**config.mk**
```make
export PLATFORM = sky130hd
export DESIGN_NAME = prio_enc_rr
export DESIGN_NICKNAME = d
export VERILOG_FILES = /design/src/rtl/prio_enc_pkg.sv /design/src/rtl/prio_enc_find.sv /design/src/rtl/prio_enc_rr.sv
export SDC_FILE = /design/constraint.sdc
export NUM_CORES = 1
export LEC_CHECK = 0
export BUFFER_PORTS_ARGS = -buffer_cell sky130_fd_sc_hd__buf_2
export CAP_MARGIN = 0
export CORE_MARGIN = 2
export CORE_UTILIZATION = 61
export DETAILED_ROUTE_END_ITERATION = 7
export PLACE_DENSITY = 0.93
export SYNTH_ARGS = -nofsm -noshare
export SYNTH_HDL_FRONTEND = slang
export SYNTH_HIERARCHICAL = 1
export SYNTH_SLANG_ARGS = --single-unit
```
**constraint.sdc**
```tcl
create_clock -name clk -period 4.44 [get_ports clk]
set_clock_uncertainty 0.2 [all_clocks]
set_input_delay 0.888 -clock clk [delete_from_list [all_inputs] [get_ports clk]]
set_output_delay 0.888 -clock clk [all_outputs]
set_load 0.1 [all_outputs]
```
**src/rtl/prio_enc_pkg.sv**
```systemverilog
// Shared constants and helpers for the registered priority encoder.
// Mode encoding, default sizes and the wrapped round-robin pointer step.
package prio_enc_pkg;

    localparam logic MODE_FIXED = 1'b0;
    localparam logic MODE_RR    = 1'b1;

    localparam int DEFAULT_WIDTH = 16;
    localparam int DEFAULT_CNT_W = 16;

    // Wraps at the request count, not at a power of two, so odd widths stay in range.
    function automatic int unsigned ptr_wrap_inc(input int unsigned k, input int unsigned width);
        return (k + 1 >= width) ? 0 : k + 1;
    endfunction

endpackage

```
**src/rtl/prio_enc_find.sv**
```systemverilog
// Combinational first-set search: highest index in fixed mode, or the first
// set bit at/after the start pointer (wrapping) in round-robin mode.
module prio_enc_find
    import prio_enc_pkg::*;
#(
    parameter int WIDTH = DEFAULT_WIDTH,
    parameter int IDX_W = $clog2(WIDTH)
) (
    input  logic [WIDTH-1:0] req,
    input  logic [IDX_W-1:0] start,
    input  logic             mode,
    output logic [IDX_W-1:0] idx,
    output logic [WIDTH-1:0] oh,
    output logic             none
);

    logic [IDX_W-1:0] fix_idx;
    logic [IDX_W-1:0] wrap_idx;
    logic [IDX_W-1:0] lo_idx;
    logic             wrap_hit;

    always_comb begin
        fix_idx  = '0;
        wrap_idx = '0;
        lo_idx   = '0;
        wrap_hit = 1'b0;
        for (int i = 0; i < WIDTH; i++) begin
            if (req[i]) fix_idx = IDX_W'(i);
        end
        // Descending scan: the last hit kept is the lowest, both overall and at/above start.
        for (int i = WIDTH - 1; i >= 0; i--) begin
            if (req[i]) begin
                lo_idx = IDX_W'(i);
                if (i >= int'(start)) begin
                    wrap_idx = IDX_W'(i);
                    wrap_hit = 1'b1;
                end
            end
        end
    end

    always_comb begin
        none = ~|req;
        if (none) begin
            idx = '0;
        end else if (mode == MODE_FIXED) begin
            idx = fix_idx;
        end else begin
            idx = wrap_hit ? wrap_idx : lo_idx;
        end
        oh = none ? '0 : (WIDTH'(1) << idx);
    end

endmodule

```
**src/rtl/prio_enc_rr.sv**
```systemverilog
// Registered priority encoder with fixed / round-robin modes behind a valid/ready
// output stage. Optional accepted-grant counter enabled by PRIO_ENC_STATS_EN.
module prio_enc_rr
    import prio_enc_pkg::*;
#(
    parameter int WIDTH = DEFAULT_WIDTH,
    parameter int IDX_W = $clog2(WIDTH),
    parameter int CNT_W = DEFAULT_CNT_W
) (
    input  logic             clk,
    input  logic             rst,
    input  logic [WIDTH-1:0] req_i,
    input  logic             req_valid_i,
    output logic             req_ready_o,
    input  logic             mode_rr_i,
    output logic [IDX_W-1:0] grant_idx_o,
    output logic [WIDTH-1:0] grant_oh_o,
    output logic             grant_none_o,
    output logic             out_valid_o,
    input  logic             out_ready_i
`ifdef PRIO_ENC_STATS_EN
    ,
    output logic [CNT_W-1:0] stat_cnt_o
`endif
);

    if (WIDTH < 2 || WIDTH > 64 || IDX_W < $clog2(WIDTH) || CNT_W < 1) begin : g_bad_params
        $error("prio_enc_rr: WIDTH must be 2..64, IDX_W >= clog2(WIDTH), CNT_W >= 1");
    end

    logic [IDX_W-1:0] rr_ptr;
    logic [IDX_W-1:0] find_idx;
    logic [WIDTH-1:0] find_oh;
    logic             find_none;
    logic             accept;

    prio_enc_find #(
        .WIDTH (WIDTH),
        .IDX_W (IDX_W)
    ) u_find (
        .req   (req_i),
        .start (rr_ptr),
        .mode  (mode_rr_i),
        .idx   (find_idx),
        .oh    (find_oh),
        .none  (find_none)
    );

    // Handshake: a request transfers when req_valid_i && req_ready_o; a result
    // transfers when out_valid_o && out_ready_i. The stage frees up in the same
    // cycle its result is consumed, so req_ready_o is the only comb path.
    assign req_ready_o = !out_valid_o || out_ready_i;
    assign accept      = req_valid_i && req_ready_o;

    always_ff @(posedge clk) begin
        if (rst) begin
            out_valid_o  <= 1'b0;
            grant_idx_o  <= '0;
            grant_oh_o   <= '0;
            grant_none_o <= 1'b0;
            rr_ptr       <= '0;
        end else if (accept) begin
            out_valid_o  <= 1'b1;
            grant_idx_o  <= find_idx;
            grant_oh_o   <= find_oh;
            grant_none_o <= find_none;
            if (!find_none && mode_rr_i == MODE_RR) begin
                rr_ptr <= IDX_W'(ptr_wrap_inc(32'(find_idx), WIDTH));
            end
        end else if (out_ready_i) begin
            out_valid_o <= 1'b0;
        end
    end

`ifdef PRIO_ENC_STATS_EN
    always_ff @(posedge clk) begin
        if (rst) begin
            stat_cnt_o <= '0;
        end else if (accept && !find_none && stat_cnt_o != '1) begin
            stat_cnt_o <= stat_cnt_o + 1'b1;
        end
    end
`endif

endmodule

```
-- Yosys cells after proc, flatten, opt, wreduce, memory -nomap -nowiden
Index checks and enable logic that the tools add are counted.
- bits in registers: 26
- output and inout bits: 23
- logic and storage cells: 130
- bits of input ports: 21
- shifts and indexed selects: 1
- mux-type cells: 99
- reductions and logical operators: 8
- add/sub/neg operators: 1
- magnitude comparators: 16
- operators by type and width (cell ; count):
    4-bit two-way mux ; 58
    1-bit two-way mux ; 34
    4-bit greater-or-equal comparator (first input constant) ; 7
    3-bit by 4-bit greater-or-equal comparator with 1-bit output (first input constant) ; 4
    16-bit two-way mux ; 1
    16-bit OR reduction ; 1
    1-bit by 4-bit << shifter with 16-bit output (first input constant) ; 1
    3-bit two-way mux ; 4
    1-bit by 4-bit greater-or-equal comparator with 1-bit output (first input constant) ; 2
    2-bit by 4-bit greater-or-equal comparator with 1-bit output (first input constant) ; 2
    4-bit by 1-bit adder with 5-bit output (second input constant) ; 1
    5-bit greater-or-equal comparator (second input constant) ; 1
    2-bit two-way mux ; 2
    1-bit logical AND ; 2
    1-bit logical NOT ; 2
    2-bit AND reduction ; 1
    2-bit nonzero test ; 1
    1-bit logical OR ; 1

-- Logic depth before layout (Yosys ltp)
- depth in word-level cells: 37
- mapped depth: 13
- mapped depth without buffers: 10

-- Cells and area by module
Netlist, hierarchy kept.
- modules (own cells, without submodules) (module ; sequential area each (µm²) ; instances ; cells an instance ; area each (µm²)):
    prio_enc_rr ; 520.5 ; 1 ; 126 ; 1371.3
    prio_enc_find ; 0.0 ; 1 ; 157 ; 1054.8

-- Worst setup path after synthesis
Ideal clock, no wire load.
- path type: input to register
- from: input port req_i[4]
- to: register rr_ptr[3]
- required time: 4.152 ns
- setup slack: 1.225 ns
- library setup time: 0.088 ns
- arrival: 2.927 ns
- stages: 11
- buffers on the path: 2
- cell sequence: buf_2 nor4_1 nand2_1 nor2_1 o22a_1 a32oi_2 buf_6 ha_1 a21oi_1 o21ai_0 a311oi_2
- longest elaborated chain between the ends: 17
- elaborated cells between the ends (all ways): 44
- classes of those cells: add/sub: 1; order compare: 1; mux: 39; reduce/logical: 3
- RTL lines (element ; line ; source):
    from (decl) ; prio_enc_rr.sv:12 ; input logic [WIDTH-1:0] req_i,
    3-bit two-way mux (4 in a row) ; prio_enc_find.sv:28 ; if (req[i]) fix_idx = IDX_W'(i);
    4-bit two-way mux (8 in a row) ; prio_enc_find.sv:28 ;
    4-bit two-way mux ; prio_enc_find.sv:46 ; end else if (mode == MODE_FIXED) begin
    4-bit two-way mux * ; prio_enc_find.sv:44 ; if (none) begin
    net find_idx[0] ; prio_enc_rr.sv:32 ; logic [IDX_W-1:0] find_idx;
    4-bit by 1-bit adder with 5-bit output * ; prio_enc_pkg.sv:13 ; return (k + 1 >= width) ? 0 : k + 1;
    5-bit greater-or-equal comparator ; prio_enc_pkg.sv:13 ;
    4-bit two-way mux * ; prio_enc_pkg.sv:13 ;
    to (signal assigned) ; prio_enc_rr.sv:68 ; rr_ptr <= IDX_W'(ptr_wrap_inc(32'(find_idx), WIDTH));
    to (decl) ; prio_enc_rr.sv:31 ; logic [IDX_W-1:0] rr_ptr;
The timed path passes the listed nets; every way through them passes the cells marked *.
A chain may end at the register's enable or synchronous reset.

-- Final worst setup path
- from: register rr_ptr[3]
- to: register grant_oh_o[1]
- longest elaborated chain between the ends: 36
- elaborated cells between the ends (all ways): 80
- classes of those cells: order compare: 15; shift: 1; mux: 64
- RTL lines (element ; line ; source):
    4-bit greater-or-equal comparator ; prio_enc_find.sv:34 ; if (i >= int'(start)) begin
    4-bit two-way mux / 1-bit two-way mux (equally long branches) ; prio_enc_find.sv:34 ;
    4-bit two-way mux / 1-bit two-way mux (equally long branches) ; prio_enc_find.sv:32 ; if (req[i]) begin
    4-bit two-way mux / 1-bit two-way mux (equally long branches) ; prio_enc_find.sv:34 ;
    4-bit two-way mux / 1-bit two-way mux (equally long branches) ; prio_enc_find.sv:32 ;
    4-bit two-way mux / 1-bit two-way mux (equally long branches) ; prio_enc_find.sv:34 ;
    4-bit two-way mux / 1-bit two-way mux (equally long branches) ; prio_enc_find.sv:32 ;
    4-bit two-way mux / 1-bit two-way mux (equally long branches) ; prio_enc_find.sv:34 ;
    (+22 left out) ; -- ;
    4-bit two-way mux / 1-bit two-way mux (equally long branches) ; prio_enc_find.sv:32 ;
    4-bit two-way mux * ; prio_enc_find.sv:49 ; idx = wrap_hit ? wrap_idx : lo_idx;
    4-bit two-way mux * ; prio_enc_find.sv:46 ;
    4-bit two-way mux * ; prio_enc_find.sv:44 ;
    net find_idx[0] ; prio_enc_rr.sv:32 ;
    1-bit by 4-bit << shifter with 16-bit output * ; prio_enc_find.sv:51 ; oh = none ? '0 : (WIDTH'(1) << idx);
    16-bit two-way mux * ; prio_enc_find.sv:51 ;
    net find_oh[1] ; prio_enc_rr.sv:33 ; logic [WIDTH-1:0] find_oh;
    to (signal assigned) ; prio_enc_rr.sv:65 ; grant_oh_o <= find_oh;
    to (decl) ; prio_enc_rr.sv:17 ; output logic [WIDTH-1:0] grant_oh_o,
Marks and branches as above.

==> results.sh <==
export IMPL_r2r_start="rr_ptr[3]"
export IMPL_htreeDepth=1
export IMPL_cts_resized_gates=0
export IMPL_synth_largest_area_cell="dfxtp_1"
export IMPL_synth_ff_type="dfxtp_1"
export IMPL_grt_pass1_wl_mm=10.1
export IMPL_use_met1_pct=40.2
export IMPL_cts_root_buf="clkbuf_8"
export IMPL_cts_clk_slew_worst_paths_ns=0.09
export IMPL_drv_slew=0
export IMPL_netlist_instances=283
export IMPL_start_util_pct=64.8
export IMPL_yosys_top_cells_area="dfxtp_1 21%, a21oi_2 7.9%, nand3_2 7.4%"
export IMPL_viasPerCell=6.61
export IMPL_critical_path_cell_chain="a21boi_1, o21ai_1, nand4_1, nor3_1, o41ai_1, a32oi_2, buf_4, nor3b_1, nand3_2, a21oi_2"
export IMPL_dieHeight_microns=67.1
export IMPL_io_buffers=43
export IMPL_setup_tns_ns=0
export IMPL_post_cts_buffers=0
export IMPL_synthArstFlopShare_pct=0
export IMPL_gr_usage_all_layers_pct=28.2
export IMPL_post_drt_wl_per_cell_microns=16.4
export IMPL_hold_class="reg -> reg"
export IMPL_finalNetCount=330
export IMPL_cts_made_buffers=3
export IMPL_synth_fp_nets=305
export IMPL_clock_sinks=26
export IMPL_grt_util_met3_pct=4.05
export IMPL_critPathLaunch="rr_ptr[3]"
export IMPL_cp_data_arrival_time_ns=3.46
export IMPL_drc_errors=0
export IMPL_synth_most_common_cell="dfxtp_1"
export IMPL_vias=2347
export IMPL_drive_gt1_share_pct=38.1
export IMPL_clockBufferDepth=2
export IMPL_dp_hpwl_mm=4.13
export IMPL_cp_top_family="compound AO/OA/AOI/OAI gates"
export IMPL_ys_ff_latch=26
export IMPL_clk_latency_ns=0.27
export IMPL_post_route_min_period_ns=3.45
export IMPL_status="complete, no violations"
export IMPL_critPathMaxStageDelay_ns=0.85
export IMPL_antenna_found_initial=0
export IMPL_dieArea_sq_um=4500
export IMPL_leakagePower_nw=0.902
export IMPL_first_iter_violations=316
export IMPL_cts_hold_buf=0
export IMPL_fin_crit_sh_pct=77.8
export IMPL_yosys_warnings=6
export IMPL_required_ns=4.45
export IMPL_grt_pass1_vias=2127
export IMPL_slew_headroom_pct=46.5
export IMPL_coreArea_sq_um=3740
export IMPL_area_growth_pct=5.26
export IMPL_cp_max_fo=20
export IMPL_yosysSeqAreaShare_pct=21.5
export IMPL_n_antenna_cell=0
export IMPL_routabilityCongestion=0.971
export IMPL_slowest_stage="dfxtp_1"
export IMPL_grt_max_degree=28
export IMPL_antenna_left=0
export IMPL_critPathCaptureType="register"
export IMPL_fmax_ghz=0.290
export IMPL_worst_hold_slack_ns=0.266
export IMPL_cts_tree="done"
export IMPL_worst_pin_slew_ns=0.802
export IMPL_synth_top_area_share_pct=21.5
export IMPL_pin_count=44
export IMPL_syn_area_sq_um=2430
export IMPL_drv_cap=0
export IMPL_synthTopCellsByCount="26 x dfxtp_1, 22 x a21oi_2, 22 x o21ai_1, 18 x nand3_2, 17 x nor2_1"
export IMPL_wirelength_mm=5.83
export IMPL_use_met2_pct=44.7
export IMPL_ys_types=70
export IMPL_max_vdd_ir_drop_uv=218
export IMPL_grt_busiest_layer="met2"
export IMPL_setup_violations=0
export IMPL_rows=22
export IMPL_critPathBufInv=1
export IMPL_hold_viol_final=0
export IMPL_hp_start="grant_idx_o[0]"
export IMPL_power_density_nw_per_um2=259
export IMPL_gr_total_overflow=0
export IMPL_synth_edff_count=0
export IMPL_die_w_microns=67.1
export IMPL_rsz0062_at_grt="no"
export IMPL_drt_pass1_iterations=5
export IMPL_start_kind="register"
export IMPL_avgSynthCellArea_sq_um=8.57
export IMPL_critical_path_class="reg -> reg"
-- per-stage QoR --
step	utilization (%)	setup slack (ns)	total power, mW	area (sq um)	std cells
final	68.2	0.986	0.662	2550	355
after global routing	68.2	0.783	0.694	2550	355
after CTS	68.2	1.07	0.660	2550	355
after detailed placement	66.7	0.877	0.510	2500	351
after global placement	66.7	0.919	0.504	2500	351
after floorplan	-	1.23	0.474	2430	283
-- state kept, by name (all words and copies together), names as in the netlist --
| register | count |
|---|---|
| grant_oh_o | 16 |
| grant_idx_o | 4 |
| rr_ptr | 4 |
| grant_none_o | 1 |
| out_valid_o | 1 |
-- worst reg2reg max path, cell delays in order, from the launching register on --
cell      delay [ns]
dfxtp_1         0.85
a21boi_1        0.13
o21ai_1         0.35
nand4_1         0.22
nor3_1          0.24
o41ai_1         0.12
a32oi_2         0.49
buf_4           0.27
nor3b_1         0.27
nand3_2         0.11
a21oi_2         0.14
-- power breakdown --
group | switching, mW | internal, mW
Sequential | 0.0172 | 0.243
Clock | 0.0729 | 0.0793
Combinational | 0.178 | 0.0720
-- layout make-up --
type | count | area (sq um)
clock buffers | 4 | 55.1
fillers | 328 | 1190
inverters | 7 | 55.1
multi-input cells | 225 | 1630
flip-flops and latches | 26 | 520
well taps | 48 | 60.1
repair buffers | 45 | 230
-- cells by family after synthesis --
family / Yosys count / share of synthesized area (%)
simple gates: 109 / 30.8
compound gates: 114 / 35.6
fa+ha+maj: 1 / 0.516
xor+xnor: 1 / 0.361
flops: 26 / 21.5
buf+inv: 32 / 11.2
-- layout by cell type (no fill, tap or decap), types with 3 or more instances in the layout --
| master | synthesis | routed |
|---|---|---|
| buf_2 | 9 | 43 |
| dfxtp_1 | 26 | 26 |
| o21ai_1 | 22 | 22 |
| a21oi_2 | 22 | 22 |
| nand3_2 | 18 | 18 |
| nor2_1 | 17 | 17 |
| a21oi_1 | 13 | 13 |
| o21ai_0 | 11 | 11 |
| nor3_1 | 11 | 11 |
| nand2_1 | 9 | 9 |
| nand2b_1 | 7 | 7 |
| o31ai_1 | 7 | 7 |
| nand3_1 | 6 | 6 |
| nand4_1 | 4 | 4 |
| inv_1 | 4 | 4 |
| clkbuf_8 | 0 | 4 |
| a21boi_1 | 4 | 4 |
| nor3b_1 | 4 | 4 |
| a31oi_1 | 3 | 3 |
| o21ai_2 | 3 | 3 |
| nor2b_1 | 3 | 3 |
| o22ai_1 | 3 | 3 |
| and4_1 | 3 | 3 |
| nand2_2 | 3 | 3 |
-- layer usage --
metal / vias to the layer above / wire [microns]
li1: 1126 / -
met1: 1091 / 2600
met2: 120 / 2700
met3: 10 / 449
met4: 0 / 77
met5: - / 0
-- path summary, 6_finish.rpt --
path                     to  slack (ns)  depth (start not counted)
max           grant_oh_o[1]        0.99                         10
min reg2reg  grant_idx_o[0]        0.27                          2
min          grant_idx_o[0]        0.27                          2
max reg2reg   grant_oh_o[1]        0.99                         10
Power figures use the tool's default switching activity.
